$ cat config.mk
export PLATFORM = sky130hd
export DESIGN_NAME = radio_deserializer_flat
export DESIGN_NICKNAME = d
export VERILOG_FILES = /design/src/rtl/radio_deserializer_if.sv /design/src/rtl/radio_deserializer.sv /design/src/flat_wrapper.sv
export SDC_FILE = /design/constraint.sdc
export NUM_CORES = 1
export LEC_CHECK = 0
export ABC_AREA = 1
export ABC_CLOCK_PERIOD_IN_PS = 2080
export BUFFER_PORTS_ARGS = -buffer_cell sky130_fd_sc_hd__buf_2
export CAP_MARGIN = 20
export CORE_MARGIN = 10
export CORE_UTILIZATION = 30
export DETAILED_ROUTE_END_ITERATION = 16
export GPL_ROUTABILITY_DRIVEN = 0
export GPL_TIMING_DRIVEN = 0
export SYNTH_ARGS = -nofsm -noshare
export SYNTH_HDL_FRONTEND = slang
export SYNTH_SLANG_ARGS = --single-unit
$ cat constraint.sdc
create_clock -name clk_i -period 2.08 [get_ports clk_i]
set_input_delay 0.52 -clock clk_i [delete_from_list [all_inputs] [get_ports clk_i]]
set_output_delay 0.52 -clock clk_i [all_outputs]
set_load 0.01 [all_outputs]
$ cat src/rtl/radio_deserializer_if.sv
// Radio link receive bundle: serial pins and clear in, recovered word and link status out.
// The bench side drives the pins (master); the deserializer consumes them (slave).
interface radio_deserializer_if #(
  parameter int WORD_BITS = 8,
  parameter int ERR_W     = 16
);
  logic                 dataIn;
  logic                 syncIn;
  logic                 clrErr;
  logic [WORD_BITS-1:0] wordOut;
  logic                 wordValid;
  logic                 locked;
  logic [ERR_W-1:0]     syncErrCnt;

  modport master (
    output dataIn, syncIn, clrErr,
    input  wordOut, wordValid, locked, syncErrCnt
  );

  modport slave (
    input  dataIn, syncIn, clrErr,
    output wordOut, wordValid, locked, syncErrCnt
  );
endinterface

$ cat src/rtl/radio_deserializer.sv
// Serial link receiver: frames LSB-first words on SYNC, proves alignment over several frames,
// then emits parallel words with a one-cycle strobe and counts sync violations while locked.
module radio_deserializer #(
  parameter int WORD_BITS   = 8,
  parameter int LOCK_FRAMES = 4,
  parameter int ERR_W       = 16
) (
  input  logic                clk_i,
  input  logic                rst_ni,
  radio_deserializer_if.slave link
);

  localparam int POS_W  = (WORD_BITS > 2) ? $clog2(WORD_BITS) : 1;
  localparam int GOOD_W = $clog2(LOCK_FRAMES + 1);

  localparam logic [POS_W-1:0]  POS_LAST  = POS_W'(WORD_BITS - 1);
  localparam logic [POS_W-1:0]  POS_ONE   = POS_W'(1);
  localparam logic [GOOD_W-1:0] GOOD_ONE  = GOOD_W'(1);
  localparam logic [GOOD_W-1:0] GOOD_LOCK = GOOD_W'(LOCK_FRAMES);
  localparam logic [ERR_W-1:0]  ERR_ONE   = ERR_W'(1);

  typedef enum logic [1:0] {
    HUNT   = 2'd0,
    VERIFY = 2'd1,
    LOCKED = 2'd2
  } state_e;

  // With a single-frame lock requirement a fresh SYNC is already proof of alignment.
  localparam state_e FIRST_SYNC_STATE = (LOCK_FRAMES == 1) ? LOCKED : VERIFY;

  logic                 dQ, dD;
  logic                 sQ, sD;
  logic [WORD_BITS-2:0] srQ, srD;
  logic [POS_W-1:0]     posQ, posD;
  logic [GOOD_W-1:0]    goodQ, goodD;
  state_e               stateQ, stateD;
  logic [WORD_BITS-1:0] wordQ, wordD;
  logic                 validQ, validD;
  logic                 lockedQ, lockedD;
  logic [ERR_W-1:0]     errQ, errD;

  logic                 mismatch;
  logic                 errCount;
  logic [POS_W-1:0]     posNext;
  logic [WORD_BITS-1:0] srWide;

  always_comb begin
    dD       = link.dataIn;
    sD       = link.syncIn;
    srWide   = {dQ, srQ};
    srD      = srWide[WORD_BITS-1:1];
    mismatch = sQ ^ (posQ == '0);
    posNext  = (posQ == POS_LAST) ? '0 : posQ + POS_ONE;

    stateD   = stateQ;
    posD     = posQ;
    goodD    = goodQ;
    wordD    = wordQ;
    validD   = 1'b0;
    errCount = 1'b0;

    unique case (stateQ)
      HUNT: begin
        posD  = '0;
        goodD = '0;
        if (sQ) begin
          stateD = FIRST_SYNC_STATE;
          posD   = POS_ONE;
          goodD  = GOOD_ONE;
        end
      end

      VERIFY: begin
        if (mismatch) begin
          stateD = sQ ? FIRST_SYNC_STATE : HUNT;
          posD   = sQ ? POS_ONE : '0;
          goodD  = sQ ? GOOD_ONE : '0;
        end else begin
          posD = posNext;
          if (sQ) begin
            goodD = goodQ + GOOD_ONE;
            if (goodD == GOOD_LOCK) begin
              stateD = LOCKED;
            end
          end
        end
      end

      LOCKED: begin
        // A broken frame drops lock and discards the word in flight.
        if (mismatch) begin
          errCount = 1'b1;
          stateD   = sQ ? FIRST_SYNC_STATE : HUNT;
          posD     = sQ ? POS_ONE : '0;
          goodD    = sQ ? GOOD_ONE : '0;
        end else begin
          posD = posNext;
          if (posQ == POS_LAST) begin
            wordD  = srWide;
            validD = 1'b1;
          end
        end
      end

      default: begin
        stateD = HUNT;
        posD   = '0;
        goodD  = '0;
      end
    endcase

    lockedD = (stateD == LOCKED);

    if (link.clrErr) begin
      errD = errCount ? ERR_ONE : '0;
    end else if (errCount && !(&errQ)) begin
      errD = errQ + ERR_ONE;
    end else begin
      errD = errQ;
    end
  end

  always_ff @(posedge clk_i or negedge rst_ni) begin
    if (!rst_ni) begin
      dQ      <= 1'b0;
      sQ      <= 1'b0;
      srQ     <= '0;
      posQ    <= '0;
      goodQ   <= '0;
      stateQ  <= HUNT;
      wordQ   <= '0;
      validQ  <= 1'b0;
      lockedQ <= 1'b0;
      errQ    <= '0;
    end else begin
      dQ      <= dD;
      sQ      <= sD;
      srQ     <= srD;
      posQ    <= posD;
      goodQ   <= goodD;
      stateQ  <= stateD;
      wordQ   <= wordD;
      validQ  <= validD;
      lockedQ <= lockedD;
      errQ    <= errD;
    end
  end

  assign link.wordOut    = wordQ;
  assign link.wordValid  = validQ;
  assign link.locked     = lockedQ;
  assign link.syncErrCnt = errQ;

endmodule

$ cat src/flat_wrapper.sv
// flat-port wrapper written by rule: the top's interface ports become plain ports
module radio_deserializer_flat 
#(
  parameter int WORD_BITS   = 8,
  parameter int LOCK_FRAMES = 4,
  parameter int ERR_W       = 16
)
  (clk_i, rst_ni, link_dataIn, link_syncIn, link_clrErr, link_wordOut, link_wordValid, link_locked, link_syncErrCnt);
  radio_deserializer_if #(.WORD_BITS(WORD_BITS), .ERR_W(ERR_W)) link_i ();
  input  logic clk_i;
  input  logic rst_ni;
  input wire logic [$bits(link_i.dataIn)-1:0] link_dataIn;
  input wire logic [$bits(link_i.syncIn)-1:0] link_syncIn;
  input wire logic [$bits(link_i.clrErr)-1:0] link_clrErr;
  output wire logic [$bits(link_i.wordOut)-1:0] link_wordOut;
  output wire logic [$bits(link_i.wordValid)-1:0] link_wordValid;
  output wire logic [$bits(link_i.locked)-1:0] link_locked;
  output wire logic [$bits(link_i.syncErrCnt)-1:0] link_syncErrCnt;
  assign link_i.dataIn = link_dataIn;
  assign link_i.syncIn = link_syncIn;
  assign link_i.clrErr = link_clrErr;
  assign link_wordOut = link_i.wordOut;
  assign link_wordValid = link_i.wordValid;
  assign link_locked = link_i.locked;
  assign link_syncErrCnt = link_i.syncErrCnt;
  radio_deserializer #(.WORD_BITS(WORD_BITS), .LOCK_FRAMES(LOCK_FRAMES), .ERR_W(ERR_W)) u_core (.clk_i(clk_i), .rst_ni(rst_ni), .link(link_i));
endmodule
==> impl_metrics.toml <==
[run_status]
status = "finished clean"

[logic_synthesis]
yosysWarnings = 0
yosysTopAreaCell = "dfrtp_1"
synthDistinctLibCells = 26
yosysMostFrequentCell = "nand2_1"
synth_common_cells = "nand2_1, dfrtp_1, nor2_1"
avgSynthCellArea_um2 = 8.00
postSynth.asyncResetShare_pct = 100
syn-num-nets = 294
netlist_instances = 279
ys_ff_latch = 43
yosysSeqAreaShare_pct = 48.2
yosys-top-cells-area = "dfrtp_1, nand2_1, ha_1, nor2_1, inv_1"
synth_top_cell_area_share_pct = 48.2
synth_ff_type = "dfrtp_1"
synth_edf_count = 0
synth_area_um2 = 2230

[sta]
min_period_over_period_pct = 87.0
post-route-worst-setup-slack_ps = 269
fin_tns_setup_ps = 0
fin_hold_ws_ps = 324
fmax_mhz = 552
hold_viol = 0
tightest_slew_ps = 956
rsz0062_at_grt = "no"
clock_skew_ps = 9.16
fin_crit_ps = 1810
setup_viol = 0
slew_viol_final = 0
slew_headroom_pct = 36.3

[worst_hold_path]
hold_path.class = "in2reg"

[clock_tree]
clk_latency_ps = 290
cts_max_path_buffers = 2
ctsHtreeMaxLevel = 2
postCtsSetupRepairBufs = 0
cts_made_buffers = 5
clock_sinks = 43
cts_tree = "done"
cts-root-buf = "clkbuf_8"
clk_pin_slew_ps = 90

[global_route]
grt_start_max_net_pins = 44
grt_usage_pct = 9.21
grt_overflow = 0
grt_antenna_before_repair = 0
grt_first_pass_wirelength_mm = 8.74
grt_pass1_vias = 1855

[place]
port_buffers = 30
placed_cells = 408
pre_cts_slack_ps = 233
place_hpwl_mm = 3.71

[worst_setup_path]
cp-end-kind = "flip-flop"
cp_common_cell = "nand2_1"
crit_path_top_delay_cell = "dfrtp_1"
critical_path.top_delay_family = "flip-flops"
crit_buf_inv = 3
r2r_slack_ps = 270
crit_path_max_fanout = 10
path_cells = "inv_1 -> ha_1 -> nand3_1 -> o21ai_4 -> inv_4 -> buf_12 -> nand2_1 -> nand2_1"
cp.arrival_ps = 2000
slowest_delay_ps = 420
worst_setup_path_start_kind = "flip-flop"
cp.required_ps = 2260
criticalPathCategory = "reg2reg"

[drt]
routed_via_density = 4.46
via_count = 1856
wl_per_cell_um = 12.0
routed_wl_mm = 4.97
post-route-drc-count = 0
drt_pre_antenna_iters = 5
ant_nets = 0
drt_iter0_markers = 95

[floorplanning]
num_rows = 31
core_um2 = 7250
pin_count = 31
initial_utilization_pct = 30.8
fp.dieW_um = 106
die_area_um2 = 11300
die_height_um = 106

[final_layout]
fin_nets = 331
synthToLayoutAreaGrowth_pct = 18.2
fillCellCount = 765
drive_gt1_share_pct = 17.4
n_antenna_cell = 0
finalNonFillerCells = 416

[pwr]
irDropWorstVdd_v = 0.000292
power_density_nw_per_um2 = 789
leakage_nw = 1.35

[flow_run]
max_cap_viol_count = 0
## layer usage
metal  vias up  global-route usage [%]  share of wire, %  wire [um]
met5         -                       0                 0          0
met4         0                    3.29               1.4         71
met3         5                    2.17               3.5        176
met2        22                    15.6                48       2400
met1       868                    11.1                47       2330
li1        961                       -                 -          -
## sequential cells by signal, indices dropped and copies added (netlist names)
name                    count
u_core.link.wordValid       1
u_core.link.locked          1
u_core.goodQ                3
u_core.link.wordOut         8
u_core.sQ                   1
u_core.posQ                 3
u_core.stateQ               2
u_core.link.syncErrCnt     16
u_core.dQ                   1
u_core.srQ                  7
## placed cells by master, fill, tap and decap left out
master,n
nand2_1,110
o21ai_4,1
nand4_1,12
ha_1,10
nor2_1,27
a21boi_0,1
or2_2,1
clkbuf_8,6
clkinvlp_4,1
inv_2,1
inv_4,1
o21ai_0,9
clkbuf_1,1
xnor2_1,2
inv_1,22
xor2_1,4
nor2_2,1
buf_2,31
bufinv_16,1
o21bai_1,1
nor2_4,2
nand3_4,1
a21oi_1,4
buf_12,1
nand3b_1,2
dfrtp_1,43
nand3_1,14
nand2_2,6
inv_6,1
## final timing paths
check                                      startpoint                                endpoint  cells past startpoint
min in group asynchronous                      rst_ni      u_core.link.wordOut[4]$_DFFE_PN0P_                      1
max in group asynchronous                      rst_ni  u_core.link.syncErrCnt[11]$_DFFE_PN0P_                      1
hold / removal                            link_syncIn                     u_core.sQ$_DFF_PN0_                      1
setup reg to reg           u_core.stateQ[0]$_DFF_PN0_   u_core.link.syncErrCnt[6]$_DFFE_PN0P_                      8
hold reg to reg               u_core.srQ[4]$_DFF_PN0_                 u_core.srQ[3]$_DFF_PN0_                      0
setup / recovery           u_core.stateQ[0]$_DFF_PN0_   u_core.link.syncErrCnt[6]$_DFFE_PN0P_                      8
## area by class of cell
type,count,area [um2],area share [%]
buffer,3,28.8,1.09
clock buffer,6,82.6,3.13
clock inverter,2,38.8,1.47
inverter,25,100,3.79
multi-input combinational,208,1040,39.4
sequential,43,1080,40.8
tap,99,124,4.69
timing repair buffer,30,150,5.69
## where the power goes
part / internal (mW) / total (mW) / switching (mW)
Sequential: 0.898 / 0.950 / 0.0515
Clock: 0.395 / 0.700 / 0.304
Combinational: 0.152 / 0.431 / 0.279
## per-stage QoR
stage                     util (%)  total power, mW  area [um2]
final                         36.4             2.08        2640
after global routing          36.4             2.23        2640
after CTS                     36.2             2.10        2630
after detailed placement      34.6             1.40        2510
after global placement        34.6             1.38        2510
after floorplan                  -             1.29        2230
## what timing repair did
item | 4_1_cts | 5_1_grt
hold buffers | 0 | 0
setup endpoints to repair | 0 | 3
gates resized for setup | 0 | 2
## logic make-up (layout without fill, tap and decap cells)
| logic type | count (synthesis) | after routing | synth area share, % |
|---|---|---|---|
| simple gates | 176 | 176 | 33.9 |
| flops | 43 | 43 | 48.2 |
| fa+ha+maj | 10 | 10 | 5.61 |
| xor+xnor | 6 | 6 | 2.35 |
| buf+inv | 28 | 66 | 5.60 |
| compound gates | 16 | 16 | 4.32 |
(Power assumes the default switching activity.)
